$ cat src/rtl/spi_peripheral_pkg.sv
// Shared SPI definitions: FSM state encoding, default widths and the
// CPOL/CPHA mode constants used by both the peripheral and the controller.
package spi_peripheral_pkg;

   typedef enum logic {
      ST_IDLE   = 1'b0,
      ST_ACTIVE = 1'b1
   } spi_state_e;

   localparam int DEFAULT_DATA_WIDTH  = 8;
   localparam int DEFAULT_SYNC_STAGES = 2;

   // Mode constants are packed as {cpol, cpha}
   localparam logic [1:0] SPI_MODE0 = 2'b00;
   localparam logic [1:0] SPI_MODE1 = 2'b01;
   localparam logic [1:0] SPI_MODE2 = 2'b10;
   localparam logic [1:0] SPI_MODE3 = 2'b11;

   function automatic logic mode_cpol(input logic [1:0] mode);
      return mode[1];
   endfunction

   function automatic logic mode_cpha(input logic [1:0] mode);
      return mode[0];
   endfunction

endpackage

$ cat src/rtl/spi_peripheral_if.sv
// Local-side word interface of the SPI peripheral: TX holding register
// handshake plus the received-word strobe.
interface spi_peripheral_if
   import spi_peripheral_pkg::*;
#(
   parameter int DATA_WIDTH = DEFAULT_DATA_WIDTH
);
   logic [DATA_WIDTH-1:0] tx;
   logic                  tx_valid;
   logic                  tx_ready;
   logic                  tx_underrun;
   logic [DATA_WIDTH-1:0] rx;
   logic                  rx_valid;

   // Local logic that feeds and drains the peripheral
   modport master (
      output tx, tx_valid,
      input  tx_ready, tx_underrun, rx, rx_valid
   );

   // The peripheral itself
   modport slave (
      input  tx, tx_valid,
      output tx_ready, tx_underrun, rx, rx_valid
   );
endinterface

$ cat src/rtl/spi_peripheral_sync.sv
// Input synchronizer for one asynchronous SPI pin: a STAGES-deep flop chain
// with a programmable reset value, followed by one history flop so the
// parent can detect edges on the synchronized signal.
module spi_peripheral_sync
   import spi_peripheral_pkg::*;
#(
   parameter int   STAGES    = DEFAULT_SYNC_STAGES,
   parameter logic RESET_VAL = 1'b0
) (
   input  logic i_clk,
   input  logic i_rst_n,
   input  logic d,
   output logic q,
   output logic q_prev
);

   logic prev_reg;

   genvar gi;
   generate
      for (gi = 0; gi < STAGES; gi++) begin : g_stage
         logic stage_reg;
         if (gi == 0) begin : g_first
            // First stage samples the raw asynchronous pin
            always_ff @(posedge i_clk) begin
               if (!i_rst_n) stage_reg <= RESET_VAL;
               else          stage_reg <= d;
            end
         end else begin : g_next
            // Later stages resolve metastability of the previous one
            always_ff @(posedge i_clk) begin
               if (!i_rst_n) stage_reg <= RESET_VAL;
               else          stage_reg <= g_stage[gi-1].stage_reg;
            end
         end
      end
   endgenerate

   assign q = g_stage[STAGES-1].stage_reg;

   // History flop: q != q_prev marks an edge of the synchronized pin
   always_ff @(posedge i_clk) begin
      if (!i_rst_n) prev_reg <= RESET_VAL;
      else          prev_reg <= q;
   end

   assign q_prev = prev_reg;

endmodule

$ cat src/rtl/spi_peripheral.sv
// SPI target endpoint. SCLK/COPI/CS_n are oversampled by i_clk (>= 4x SCLK),
// edge-detected, and used to shift words MSB-first in both directions.
// Local logic writes the TX holding register via valid/ready and receives
// each complete word with a one-cycle rx_valid strobe.
module spi_peripheral
   import spi_peripheral_pkg::*;
#(
   parameter int DATA_WIDTH  = DEFAULT_DATA_WIDTH,
   parameter int SYNC_STAGES = DEFAULT_SYNC_STAGES
) (
   input  logic                 i_clk,
   input  logic                 i_rst_n,
   input  logic                 i_cpol,
   input  logic                 i_cpha,
   spi_peripheral_if.slave      bus,
   input  logic                 i_sclk,
   input  logic                 i_copi,
   input  logic                 i_cs_n,
   output logic                 o_cipo,
   output logic                 o_cipo_en,
   output logic                 o_busy
);

   localparam int              CNT_W    = (DATA_WIDTH > 2) ? $clog2(DATA_WIDTH) : 1;
   localparam logic [CNT_W-1:0] LAST_BIT = CNT_W'(DATA_WIDTH - 1);

   // Synchronized pins and their one-cycle-old copies
   logic s_sclk, sclk_prev;
   logic s_copi, copi_hist_unused;
   logic s_cs_n, cs_prev;

   spi_peripheral_sync #(.STAGES(SYNC_STAGES), .RESET_VAL(1'b0)) u_sync_sclk (
      .i_clk(i_clk), .i_rst_n(i_rst_n), .d(i_sclk), .q(s_sclk), .q_prev(sclk_prev)
   );

   // COPI is only ever sampled, never edge-detected, so its history is left idle
   spi_peripheral_sync #(.STAGES(SYNC_STAGES), .RESET_VAL(1'b0)) u_sync_copi (
      .i_clk(i_clk), .i_rst_n(i_rst_n), .d(i_copi), .q(s_copi), .q_prev(copi_hist_unused)
   );

   // CS_n clears to 1 so that reset never looks like a select
   spi_peripheral_sync #(.STAGES(SYNC_STAGES), .RESET_VAL(1'b1)) u_sync_cs_n (
      .i_clk(i_clk), .i_rst_n(i_rst_n), .d(i_cs_n), .q(s_cs_n), .q_prev(cs_prev)
   );

   spi_state_e              state_reg;
   logic                    busy_reg;
   logic                    cpol_reg;
   logic                    cpha_reg;
   logic                    first_word_reg;
   logic [CNT_W-1:0]        bit_cnt_reg;
   logic [DATA_WIDTH-1:0]   shift_reg;
   logic [DATA_WIDTH-2:0]   rx_shift_reg;
   logic [DATA_WIDTH-1:0]   rx_reg;
   logic                    rx_valid_reg;
   logic [DATA_WIDTH-1:0]   hold_reg;
   logic                    tx_ready_reg;
   logic                    underrun_reg;

   logic                    sclk_edge, lead_edge, trail_edge;
   logic                    sample_edge, shift_edge;
   logic                    cs_fall, cs_rise;
   logic                    word_done;
   logic                    load_req;
   logic [DATA_WIDTH-1:0]   rx_word;

   // Leading edge leaves the latched idle level, trailing edge returns to it
   assign sclk_edge   = s_sclk ^ sclk_prev;
   assign lead_edge   = sclk_edge & (s_sclk != cpol_reg);
   assign trail_edge  = sclk_edge & (s_sclk == cpol_reg);
   assign sample_edge = cpha_reg ? trail_edge : lead_edge;
   assign shift_edge  = cpha_reg ? lead_edge  : trail_edge;

   assign cs_fall     = cs_prev & ~s_cs_n;
   assign cs_rise     = ~cs_prev & s_cs_n;

   assign word_done   = sample_edge & (bit_cnt_reg == LAST_BIT);
   assign rx_word     = {rx_shift_reg, s_copi};

   // Shifter loads: frame start; CPHA=0 reloads as soon as a word completes;
   // CPHA=1 reloads on the first leading edge of every word after the first
   // (the first word was already loaded at frame start).
   assign load_req = (state_reg == ST_IDLE)
                   ? cs_fall
                   : (!cs_rise &&
                      ((word_done && !cpha_reg) ||
                       (shift_edge && cpha_reg && (bit_cnt_reg == '0) && !first_word_reg)));

   // Frame FSM with shifter, receiver and TX holding register
   always_ff @(posedge i_clk) begin
      if (!i_rst_n) begin
         state_reg      <= ST_IDLE;
         busy_reg       <= 1'b0;
         cpol_reg       <= 1'b0;
         cpha_reg       <= 1'b0;
         first_word_reg <= 1'b0;
         bit_cnt_reg    <= '0;
         shift_reg      <= '0;
         rx_shift_reg   <= '0;
         rx_reg         <= '0;
         rx_valid_reg   <= 1'b0;
         hold_reg       <= '0;
         tx_ready_reg   <= 1'b1;
         underrun_reg   <= 1'b0;
      end else begin
         rx_valid_reg <= 1'b0;
         underrun_reg <= 1'b0;

         if (bus.tx_valid && tx_ready_reg) begin
            hold_reg     <= bus.tx;
            tx_ready_reg <= 1'b0;
         end

         case (state_reg)
            ST_IDLE: begin
               if (cs_fall) begin
                  state_reg      <= ST_ACTIVE;
                  busy_reg       <= 1'b1;
                  cpol_reg       <= i_cpol;
                  cpha_reg       <= i_cpha;
                  bit_cnt_reg    <= '0;
                  first_word_reg <= 1'b1;
               end
            end
            ST_ACTIVE: begin
               if (cs_rise) begin
                  // Partial word is dropped; holding register is left alone
                  state_reg    <= ST_IDLE;
                  busy_reg     <= 1'b0;
                  bit_cnt_reg  <= '0;
                  shift_reg    <= '0;
                  rx_shift_reg <= '0;
               end else begin
                  if (sample_edge) begin
                     rx_shift_reg <= rx_word[DATA_WIDTH-2:0];
                     if (word_done) begin
                        rx_reg         <= rx_word;
                        rx_valid_reg   <= 1'b1;
                        bit_cnt_reg    <= '0;
                        first_word_reg <= 1'b0;
                     end else begin
                        bit_cnt_reg <= bit_cnt_reg + 1'b1;
                     end
                  end
                  // A count of zero marks a word boundary, which loads instead of shifting
                  if (shift_edge && (bit_cnt_reg != '0)) begin
                     shift_reg <= {shift_reg[DATA_WIDTH-2:0], 1'b0};
                  end
               end
            end
            default: begin
               state_reg <= ST_IDLE;
               busy_reg  <= 1'b0;
            end
         endcase

         if (load_req) begin
            if (tx_ready_reg) begin
               shift_reg    <= '0;
               underrun_reg <= 1'b1;
            end else begin
               shift_reg    <= hold_reg;
               tx_ready_reg <= 1'b1;
            end
         end
      end
   end

   assign o_cipo          = shift_reg[DATA_WIDTH-1];
   assign o_cipo_en       = busy_reg;
   assign o_busy          = busy_reg;
   assign bus.tx_ready    = tx_ready_reg;
   assign bus.tx_underrun = underrun_reg;
   assign bus.rx          = rx_reg;
   assign bus.rx_valid    = rx_valid_reg;

endmodule
$ cat src/flat_wrapper.sv
// flat-port wrapper written by rule: the top's interface ports become plain ports
module spi_peripheral_flat import spi_peripheral_pkg::*;
#(
   parameter int DATA_WIDTH  = DEFAULT_DATA_WIDTH,
   parameter int SYNC_STAGES = DEFAULT_SYNC_STAGES
)
  (i_clk, i_rst_n, i_cpol, i_cpha, i_sclk, i_copi, i_cs_n, o_cipo, o_cipo_en, o_busy, bus_tx, bus_tx_valid, bus_tx_ready, bus_tx_underrun, bus_rx, bus_rx_valid);
  spi_peripheral_if #(.DATA_WIDTH(DATA_WIDTH)) bus_i ();
  input  logic i_clk;
  input  logic i_rst_n;
  input  logic i_cpol;
  input  logic i_cpha;
  input  logic i_sclk;
  input  logic i_copi;
  input  logic i_cs_n;
  output logic o_cipo;
  output logic o_cipo_en;
  output logic o_busy;
  input wire logic [$bits(bus_i.tx)-1:0] bus_tx;
  input wire logic [$bits(bus_i.tx_valid)-1:0] bus_tx_valid;
  output wire logic [$bits(bus_i.tx_ready)-1:0] bus_tx_ready;
  output wire logic [$bits(bus_i.tx_underrun)-1:0] bus_tx_underrun;
  output wire logic [$bits(bus_i.rx)-1:0] bus_rx;
  output wire logic [$bits(bus_i.rx_valid)-1:0] bus_rx_valid;
  assign bus_i.tx = bus_tx;
  assign bus_i.tx_valid = bus_tx_valid;
  assign bus_tx_ready = bus_i.tx_ready;
  assign bus_tx_underrun = bus_i.tx_underrun;
  assign bus_rx = bus_i.rx;
  assign bus_rx_valid = bus_i.rx_valid;
  spi_peripheral #(.DATA_WIDTH(DATA_WIDTH), .SYNC_STAGES(SYNC_STAGES)) u_core (.i_clk(i_clk), .i_rst_n(i_rst_n), .i_cpol(i_cpol), .i_cpha(i_cpha), .bus(bus_i), .i_sclk(i_sclk), .i_copi(i_copi), .i_cs_n(i_cs_n), .o_cipo(o_cipo), .o_cipo_en(o_cipo_en), .o_busy(o_busy));
endmodule
$ cat config.mk
export PLATFORM = sky130hd
export DESIGN_NAME = spi_peripheral_flat
export DESIGN_NICKNAME = d
export VERILOG_FILES = /design/src/rtl/spi_peripheral_pkg.sv /design/src/rtl/spi_peripheral_if.sv /design/src/rtl/spi_peripheral_sync.sv /design/src/rtl/spi_peripheral.sv /design/src/flat_wrapper.sv
export SDC_FILE = /design/constraint.sdc
export NUM_CORES = 1
export LEC_CHECK = 0
export CAP_MARGIN = 10
export CORE_MARGIN = 10
export CORE_UTILIZATION = 55
export CTS_CLUSTER_SIZE = 28
export DETAILED_ROUTE_END_ITERATION = 7
export GPL_ROUTABILITY_DRIVEN = 0
export GPL_TIMING_DRIVEN = 0
export PLACE_DENSITY = 0.8
export SLEW_MARGIN = 40
export SYNTH_ARGS = -nofsm -noshare
export SYNTH_HDL_FRONTEND = slang
export SYNTH_SLANG_ARGS = --single-unit
$ cat constraint.sdc
create_clock -name i_clk -period 3.6 [get_ports i_clk]
set_clock_uncertainty 0.15 [all_clocks]
set_input_delay 0.72 -clock i_clk [delete_from_list [all_inputs] [get_ports i_clk]]
set_output_delay 0.72 -clock i_clk [all_outputs]
set_load 0.005 [all_outputs]
* After elaboration in Yosys (flattened, before gate mapping)
Cells that the tools add are included.
** Operators by class
- $add $sub $neg :: 1
- Equal/unequal tests :: 9
- Muxes and demuxes :: 30
- Bitwise logic cells :: 12
- Reduce and logical (&&, ||, !) cells :: 25
** Operators with widths (count)
- 2-to-1 mux 8 bit :: 5
- 2-to-1 mux 1 bit :: 15
- 2-to-1 mux 7 bit :: 2
- 2-to-1 mux 3 bit :: 4
- AND reduction 2 bit :: 6
- != test 2 bit (second input constant) :: 4
- AND reduction 4 bit :: 2
- logical AND 1 bit :: 7
- inverter 1 bit :: 6
- case mux 1 bit (2 select lines) :: 3
- case mux 3 bit (2 select lines) :: 1
- nonzero test 3 bit :: 2
- AND 1 bit :: 5
- nonzero test 2 bit :: 2
- OR reduction 4 bit :: 1
- adder 3 x 1 -> 3 bit (second input constant) :: 1
- == test 3 bit (second input constant) :: 1
- logical NOT 1 bit :: 3
- logical NOT 3 bit :: 1
- != test 3 bit (second input constant) :: 1
- != test 2 x 1 -> 1 bit (second input constant) :: 1
- == test 1 bit :: 1
- logical OR 1 bit :: 1
- != test 1 bit :: 1
- XOR 1 bit :: 1
** Storage, ports and cells
- Register bits after elaboration :: 50
- Bits of input ports :: 16
- Output and inout bits :: 14
- Logic and storage cells :: 98

* Logic depth before layout (Yosys ltp)
- Depth in word-level cells :: 11
- Depth in mapped cells :: 8
- Gate-level depth less buffers :: 7

* Cells and area by module
Synthesis repeated with hierarchy kept, for this count alone.
** Second synthesis, totals
- Cell total of the unflattened synthesis :: 235
- Area, all modules :: 2152.1 um^2
** Modules (own cells, without submodules)
- spi_peripheral :: times used 1, cells each 217, area an instance 1915.6 um^2, seq. area each 840.8 um^2
- spi_peripheral_sync :: times used 3, cells each 6, area an instance 78.8 um^2, seq. area each 60.1 um^2

* Least setup slack after synthesis
OpenSTA, ideal clock, no wires.
- Kind :: reg-to-reg
- Start :: register u_core.bit_cnt_reg[0]
- End :: register u_core.shift_reg[1]
- Library setup time :: 0.059 ns
- Arrival :: 1.939 ns
- Data required time :: 3.391 ns
- Setup slack :: 1.453 ns
- Stages on the path, launching flop included :: 9
- Path buffers :: 1
- Clock period less this slack :: 2.147 ns
- Cells stage by stage :: dfxtp_1 ha_1 ha_1 nor2b_1 o22a_1 a2111oi_4 or2_1 buf_6 o211a_1
** On the way
- Cells in the longest elaborated chain, start to end :: 8
- Elaborated cells between the ends (all ways) :: 15
- Those cells by class :: eq/ne (1); mux (2); bitwise (1); reduce/logical (11)
** Ends and longest elaborated chain
- from (decl) :: RTL line spi_peripheral.sv:51 : logic [CNT_W-1:0] bit_cnt_reg;
- from (signal assigned) :: RTL line spi_peripheral.sv:142 : bit_cnt_reg <= bit_cnt_reg + 1'b1;
- == test 3 bit or logical NOT 3 bit (tied branches) :: RTL line spi_peripheral.sv:77, spi_peripheral.sv:87
- AND 1 bit or logical AND 1 bit (tied branches) :: RTL line spi_peripheral.sv:77, spi_peripheral.sv:87
- logical AND 1 bit (on tied branches) :: RTL line spi_peripheral.sv:86, spi_peripheral.sv:87
- logical OR 1 bit :: RTL line spi_peripheral.sv:86 : ((word_done && !cpha_reg) ||
- logical AND 1 bit :: RTL line spi_peripheral.sv:85 : : (!cs_rise &&
- 2-to-1 mux 1 bit :: RTL line spi_peripheral.sv:84 : ? cs_fall
- nonzero test 3 bit (no source line) or nonzero test 2 bit (tied branches)
- AND reduction 2 bit (no source line)
- to (signal assigned) :: RTL line spi_peripheral.sv:147 : shift_reg <= {shift_reg[DATA_WIDTH-2:0], 1'b0};
- to (signal assigned) :: RTL line spi_peripheral.sv:162 : shift_reg <= hold_reg;
- to (decl) :: RTL line spi_peripheral.sv:52 : logic [DATA_WIDTH-1:0] shift_reg;
Parallel ways exist; a longest one is shown, timed or not.
A chain may end at the register's enable or synchronous reset.

* Worst setup path after layout
- Start :: register u_core.bit_cnt_reg[0]
- End :: register u_core.shift_reg[5]
The elaborated chain is that of the path after synthesis.

==> metrics.csv <==
metric,value,unit
clk_pin_slew,0.09,ns
finalSetupTns,0,ns
critical_path.startpoint_type,register,
synth.yosys.warnings,0,
power_per_cell_area,390,nW/µm²
final_layout_size_suffix_gt1_frac,0.0608,
placed_insts,303,
cts_inserted_buffers,5,
dr.max_layer_used,met4,
grt_max_degree,15,
die_extent_in_y,82.5,µm
drt-total-wl,4580,µm
ctsRootBufferMaster,sky130_fd_sc_hd__clkbuf_8,
max_freq,414,MHz
cellLeakagePower,0.000974,µW
synth_sequential_area_ratio,0.466,
min-delay-path-class,register to register,
max-cap-violations,0,
met3_wirelength,258,µm
clock_tree_from_tritoncts,done,
worst-setup-path-type,register to register,
post_layout_nonfiller_instances,311,
std_cell_rows,22,
max-clock-path-buffers,2,
hold_start,u_core.u_sync_cs_n.g_stage[0].stage_reg,
post_synth_inst_count,227,
synth.ff_latch_count,50,
netlist_area,2150,µm²
reg2reg_setup_slack,1.18,ns
layout.nets,281,
grt_util_all_layers,0.146,
cp.required,3.69,ns
cts_hold_buf,0,
timing.critical_path.fanout_max,8,
fillerInstances,300,
maxSlewHeadroom,0.609,
final_hold_viol_count,0,
vias_per_inst,5.64,
post_cts_buffers,0,
detailed_place_hpwl,3390,µm
min_period_over_period,0.671,
slew_violations,0,
clock_period_minus_worst_slack,2.42,ns
final_core_utilization,0.695,
tightest_slew,0.583,ns
drt_antenna_net_count,0,
worst_ir_drop_vdd,0.318,mV
antennaDiodeCount,0,
gr_overflow_total,0,
clock_tree.htree_level_count,2,
detailed_router_s_first_iteration_violation_count,126,
final-setup-viol-count,0,
worst_hold_path.endpoint,u_core.u_sync_cs_n.q,
grt_setup_unrepaired,no,
final_routed_drc_violation_total,0,
drtPass1Iterations,4,
rr_startpoint,u_core.bit_cnt_reg[0],
rr_worst_depth,8,
routed-via-count,1755,
met2RoutedLength,2160,µm
synth_nets,246,
worst_setup_path_end_kind,register,
crit-reg2reg-capture,u_core.shift_reg[5],
post_drt_wl_per_cell,14.7,µm
met1_length,2130,µm
initial_core_util,0.578,
cts-resized-gates,0,
insertion_delay,0.29,ns
global_route_wire_length_before_repair,7930,µm
core_region_area,3720,µm²
hold_crit_depth,1,
flow.area_growth_from_synthesis,20.3,%
grt_pass1_vias,1686,
cp_data_arrival_time,2.51,ns
pin_count,30,
run_status,completed,
yosysUniqueCellTypes,37,
synthesis.area_per_instance,9.46,µm²
die_w,82.5,µm
io_buffers,28,
grt_antenna_before_repair,0,
die_area,6800,µm²
clock_sinks,50,
[worst max-delay path: stages (launching register included)]
cell	delay, ns
sky130_fd_sc_hd__dfxtp_1	0.34
sky130_fd_sc_hd__ha_1	0.21
sky130_fd_sc_hd__ha_1	0.21
sky130_fd_sc_hd__nor2b_1	0.15
sky130_fd_sc_hd__o22a_1	0.27
sky130_fd_sc_hd__a2111oi_4	0.57
sky130_fd_sc_hd__or2_1	0.19
sky130_fd_sc_hd__buf_6	0.12
sky130_fd_sc_hd__o211a_1	0.15
[where the power goes]
group	switching [µW]	internal (µW)
clock	175	155
sequential	11.0	569
combinational	46.7	49.2
total	233	774
[layer usage]
metal / global-route usage / vias to the layer above
met5: 0 / -
met4: 0.0459 / 0
met3: 0.0378 / 4
met2: 0.235 / 44
met1: 0.187 / 831
li1: - / 876
[cells in the mapped netlist, drive strengths merged]
cell,count,area [µm²]
a2111oi,1,27.5
a21boi,18,135
a21oi,3,15.0
a22oi,7,52.6
a32o,7,70.1
and2,8,50.1
and3,4,25.0
and3b,1,10.0
buf,5,32.5
clkbuf,10,37.5
dfxtp,50,1000
ha,3,37.5
inv,2,7.51
mux2i,3,30.0
nand2,25,93.8
nand2b,9,56.3
nand3,18,90.1
nand4,5,31.3
nor2,5,18.8
nor2b,13,81.3
nor3b,2,20.0
nor4bb,1,10.0
o211a,7,70.1
o21a,1,7.51
o21ai,6,30.0
o21bai,7,52.6
o22a,1,8.76
o22ai,1,6.26
o31a,1,8.76
o31ai,1,7.51
or2,1,6.26
xor2,1,16.3
[layout make-up]
cell class                 count  area, µm²  area share
multi-input combinational    160       1070       0.415
tap                           48       60.1      0.0232
timing repair buffer          28        280       0.108
sequential                    50       1000       0.387
inverter                       2       7.51     0.00291
clock inverter                 1       5.00     0.00194
buffer                        15       70.1      0.0271
clock buffer                   7       86.3      0.0334
[layout by cell type, fill, tap and decap left out, types with 5 or more instances in the layout]
cell type,count
sky130_fd_sc_hd__a21boi_0,18
sky130_fd_sc_hd__clkbuf_1,11
sky130_fd_sc_hd__nand2b_1,9
sky130_fd_sc_hd__a32o_1,7
sky130_fd_sc_hd__nand2_1,25
sky130_fd_sc_hd__nor2b_1,13
sky130_fd_sc_hd__and2_1,8
sky130_fd_sc_hd__o211a_1,7
sky130_fd_sc_hd__o21bai_1,7
sky130_fd_sc_hd__nand4_1,5
sky130_fd_sc_hd__nor2_1,5
sky130_fd_sc_hd__a22oi_1,7
sky130_fd_sc_hd__clkdlybuf4s50_1,28
sky130_fd_sc_hd__clkbuf_8,6
sky130_fd_sc_hd__o21ai_0,5
sky130_fd_sc_hd__nand3_1,18
sky130_fd_sc_hd__dfxtp_1,50
[logic make-up after synthesis]
kind of cell	Yosys count	synth area share
muxes	3	0.0140
xor gates and xnor gates	1	0.00758
adders and majority gates	3	0.0175
and+or+nand+nor	92	0.230
buffers and inverters	17	0.0361
AOI/OAI and AO/OA	61	0.229
DFF	50	0.466
[stage by stage]
| step | hold slack (ns) | setup WS (ns) | power [µW] | cell area [µm²] |
|---|---|---|---|---|
| 2_1_floorplan | 0.236 | 1.45 | 647 | 2150 |
| 3_3_place_gp | 0.240 | 1.19 | 687 | 2490 |
| 3_5_place_dp | 0.247 | 1.22 | 689 | 2490 |
| 4_1_cts | 0.267 | 1.19 | 1020 | 2580 |
| 5_1_grt | 0.293 | 1.06 | 1050 | 2580 |
| 6_report | 0.262 | 1.18 | 1010 | 2580 |
[how the worst max path moves through the flow]
stage	from	to	slack (ns)	depth (start not counted)
2_1_floorplan	u_core.bit_cnt_reg[0]	u_core.shift_reg[1]	1.45	8
3_3_place_gp	u_core.bit_cnt_reg[0]	u_core.shift_reg[6]	1.19	7
3_5_place_dp	u_core.bit_cnt_reg[0]	u_core.shift_reg[6]	1.22	8
4_1_cts	u_core.bit_cnt_reg[0]	u_core.shift_reg[5]	1.19	8
5_1_grt	u_core.bit_cnt_reg[0]	u_core.shift_reg[4]	1.06	8
6_report	u_core.bit_cnt_reg[0]	u_core.shift_reg[5]	1.18	8
Note: power is estimated with default switching activity, not from simulation.
==> variant (same flow settings) <==
Change the parameter `RESET_VAL` from 1'b1 to 1'b0.
--- a/src/rtl/spi_peripheral.sv
+++ b/src/rtl/spi_peripheral.sv
@@ -40,5 +40,5 @@
 
    // CS_n clears to 1 so that reset never looks like a select
-   spi_peripheral_sync #(.STAGES(SYNC_STAGES), .RESET_VAL(1'b1)) u_sync_cs_n (
+   spi_peripheral_sync #(.STAGES(SYNC_STAGES), .RESET_VAL(1'b0)) u_sync_cs_n (
       .i_clk(i_clk), .i_rst_n(i_rst_n), .d(i_cs_n), .q(s_cs_n), .q_prev(cs_prev)
    );
Function: changed (Yosys sat finds a counterexample within 4 cycles, from zero or initial values and one cycle with i_rst_n low).
==> variant against the unedited design <==
  * Sequential cell count unchanged
  * Final cell count did not move
  * Design area fell by 0.15%
  * Count of clock-buffer cells in the layout down 1
  * Non-clock buffer count unchanged
  * First-iteration DRC count fell by 12%
  * Routed wire length grew 3.1%
  * Total power is 0.54% lower
  * Via count grew 0.74%
  * Area after synthesis up 0.12%
  * Setup slack gained 0.0056 ns
  * Critical path type unchanged
==> variant: results (changes against the unedited design) <==
- Max-slew headroom: 58.94% (was 60.94%)
- Vias/cell: 5.685 (was 5.643)
- Final Hold Viols: 0 (unchanged)
- Final nets: 281 (unchanged)
- Synth top area cells: dfxtp_1, a21boi_0, nand2_1 (unchanged)
- Number of diodes: 0 (unchanged)
- Global-route wire length before repair: 7.659 mm (was 7.928 mm)
- CTS Buffer Depth: 2 (unchanged)
- Largest net degree at the start of global routing: 16 (was 15)
- Min-delay src: u_core.u_sync_sclk.g_stage[0].stage_reg (was u_core.u_sync_cs_n.g_stage[0].stage_reg)
- Port bufs: 27 (was 28)
- Met3 usage: 5.832% (was 3.780%)
- Main synth FF type: dfxtp_1 (unchanged)
- WHS Endpoint: u_core.u_sync_sclk.q (was u_core.u_sync_cs_n.q)
- R2r setup slk: 1.19 ns
- Post-CTS Setup Repair Bufs: 0 (unchanged)
- Status: finished clean (unchanged)
- Crit path max fanout: 8 (unchanged)
- R2r startpoint: u_core.bit_cnt_reg[0] (unchanged)
- Top layer in use: met4 (unchanged)
- WL met2: 2.272 mm (was 2.155 mm)
- Number of global-route vias before repair: 1,673 (was 1,686)
- Clk slew on worst S/H paths: 0.09 ns (about the same)
- Met1 wire length: 2.091 mm (was 2.128 mm)
- WL per Instance: 15.19 microns (was 14.74 microns)
- Post_cts resized: 0 (unchanged)
- WHS Path Cells: 1 (unchanged)
- Initial DRC Count: 111 (was 126)
- GR Util met2: 23.95% (was 23.48%)
- Syn_nets: 247 (was 246)
- Tmin final: 2.410 ns (was 2.416 ns)
- Critical Path Sink: u_core.shift_reg[2] (was u_core.shift_reg[5])
- DP Wirelength: 3.382 mm (was 3.391 mm)
- Met3 WL: 300 microns (was 258 microns)
- GR Util met1: 16.50% (was 18.74%)
- Synth unique cells: 37 (unchanged)
- All-layer global routing usage: 14.41% (was 14.63%)
- Largest vdd supply drop: 0.2649 mV (was 0.3177 mV)
- Skew-Pair Late Insertion Delay: 0.31 ns (was 0.29 ns)
- CP Data Arrival Time: 2.52 ns (was 2.51 ns)
- Seq/Total Area, Yosys: 46.57% (was 46.62%)
- Static leakage: 0.9693 nW (was 0.9741 nW)
- TritonRoute pass-1 iters: 4 (unchanged)
[variant: changes by cell type after synthesis, sizes merged]
cell and delta:
and2 +3, buf -1, clkbuf +2, nand2b -3
[variant: through the flow]
step	cell area, sq um	hold WS [ns]	instances	power [mW]
6_report	2580	0.2916	311	1.001
5_1_grt	2580	0.3092	311	1.035
4_1_cts	2575	0.2952	311	1.002
3_5_place_dp	2480	0.2743	303	0.6721
3_3_place_gp	2480	0.2639	303	0.6699
2_1_floorplan	2150	0.2619	228	0.6349
[variant: worst register-to-register path: cells and delay by family, from the launching register on]
kind | cells | cell delay (ns)
DFF | 1 | 0.34
buffers and inverters | 1 | 0.12
and+or+nand+nor | 2 | 0.34
AOI/OAI and AO/OA | 3 | 0.99
adders and majority gates | 2 | 0.42
[variant: power breakdown]
| part | switching [mW] | leakage, nW | internal (mW) | total [mW] |
|---|---|---|---|---|
| registers | 0.0103 | 0.406 | 0.567 | 0.577 |
| clock network | 0.187 | 0.0472 | 0.155 | 0.342 |
| logic | 0.0393 | 0.516 | 0.0427 | 0.0820 |
| total | 0.237 | 0.969 | 0.764 | 1.00 |
[variant: logic make-up (layout without fill, tap and decap cells)]
logic type                 Yosys count  in the layout  share of synthesized area, %
DFF                                 50             50                         46.57
AOI/OAI and AO/OA                   61             61                         22.88
adders and majority gates            3              3                         1.746
muxes                                3              3                         1.397
and+or+nand+nor                     92             92                         22.93
xor gates and xnor gates             1              1                        0.7569
buffers and inverters               18             53                         3.725
[variant: area by class of cell]
type                    instances  area [sq um]
fillers                       307          1136
multi-input cells             160          1074
clock buffers                   6         82.58
plain buffers                  16         72.57
flip-flops and latches         50          1001
clock inverters                 2         12.51
inverters                       2         7.507
repair buffers                 27         270.3
well taps                      48         60.06
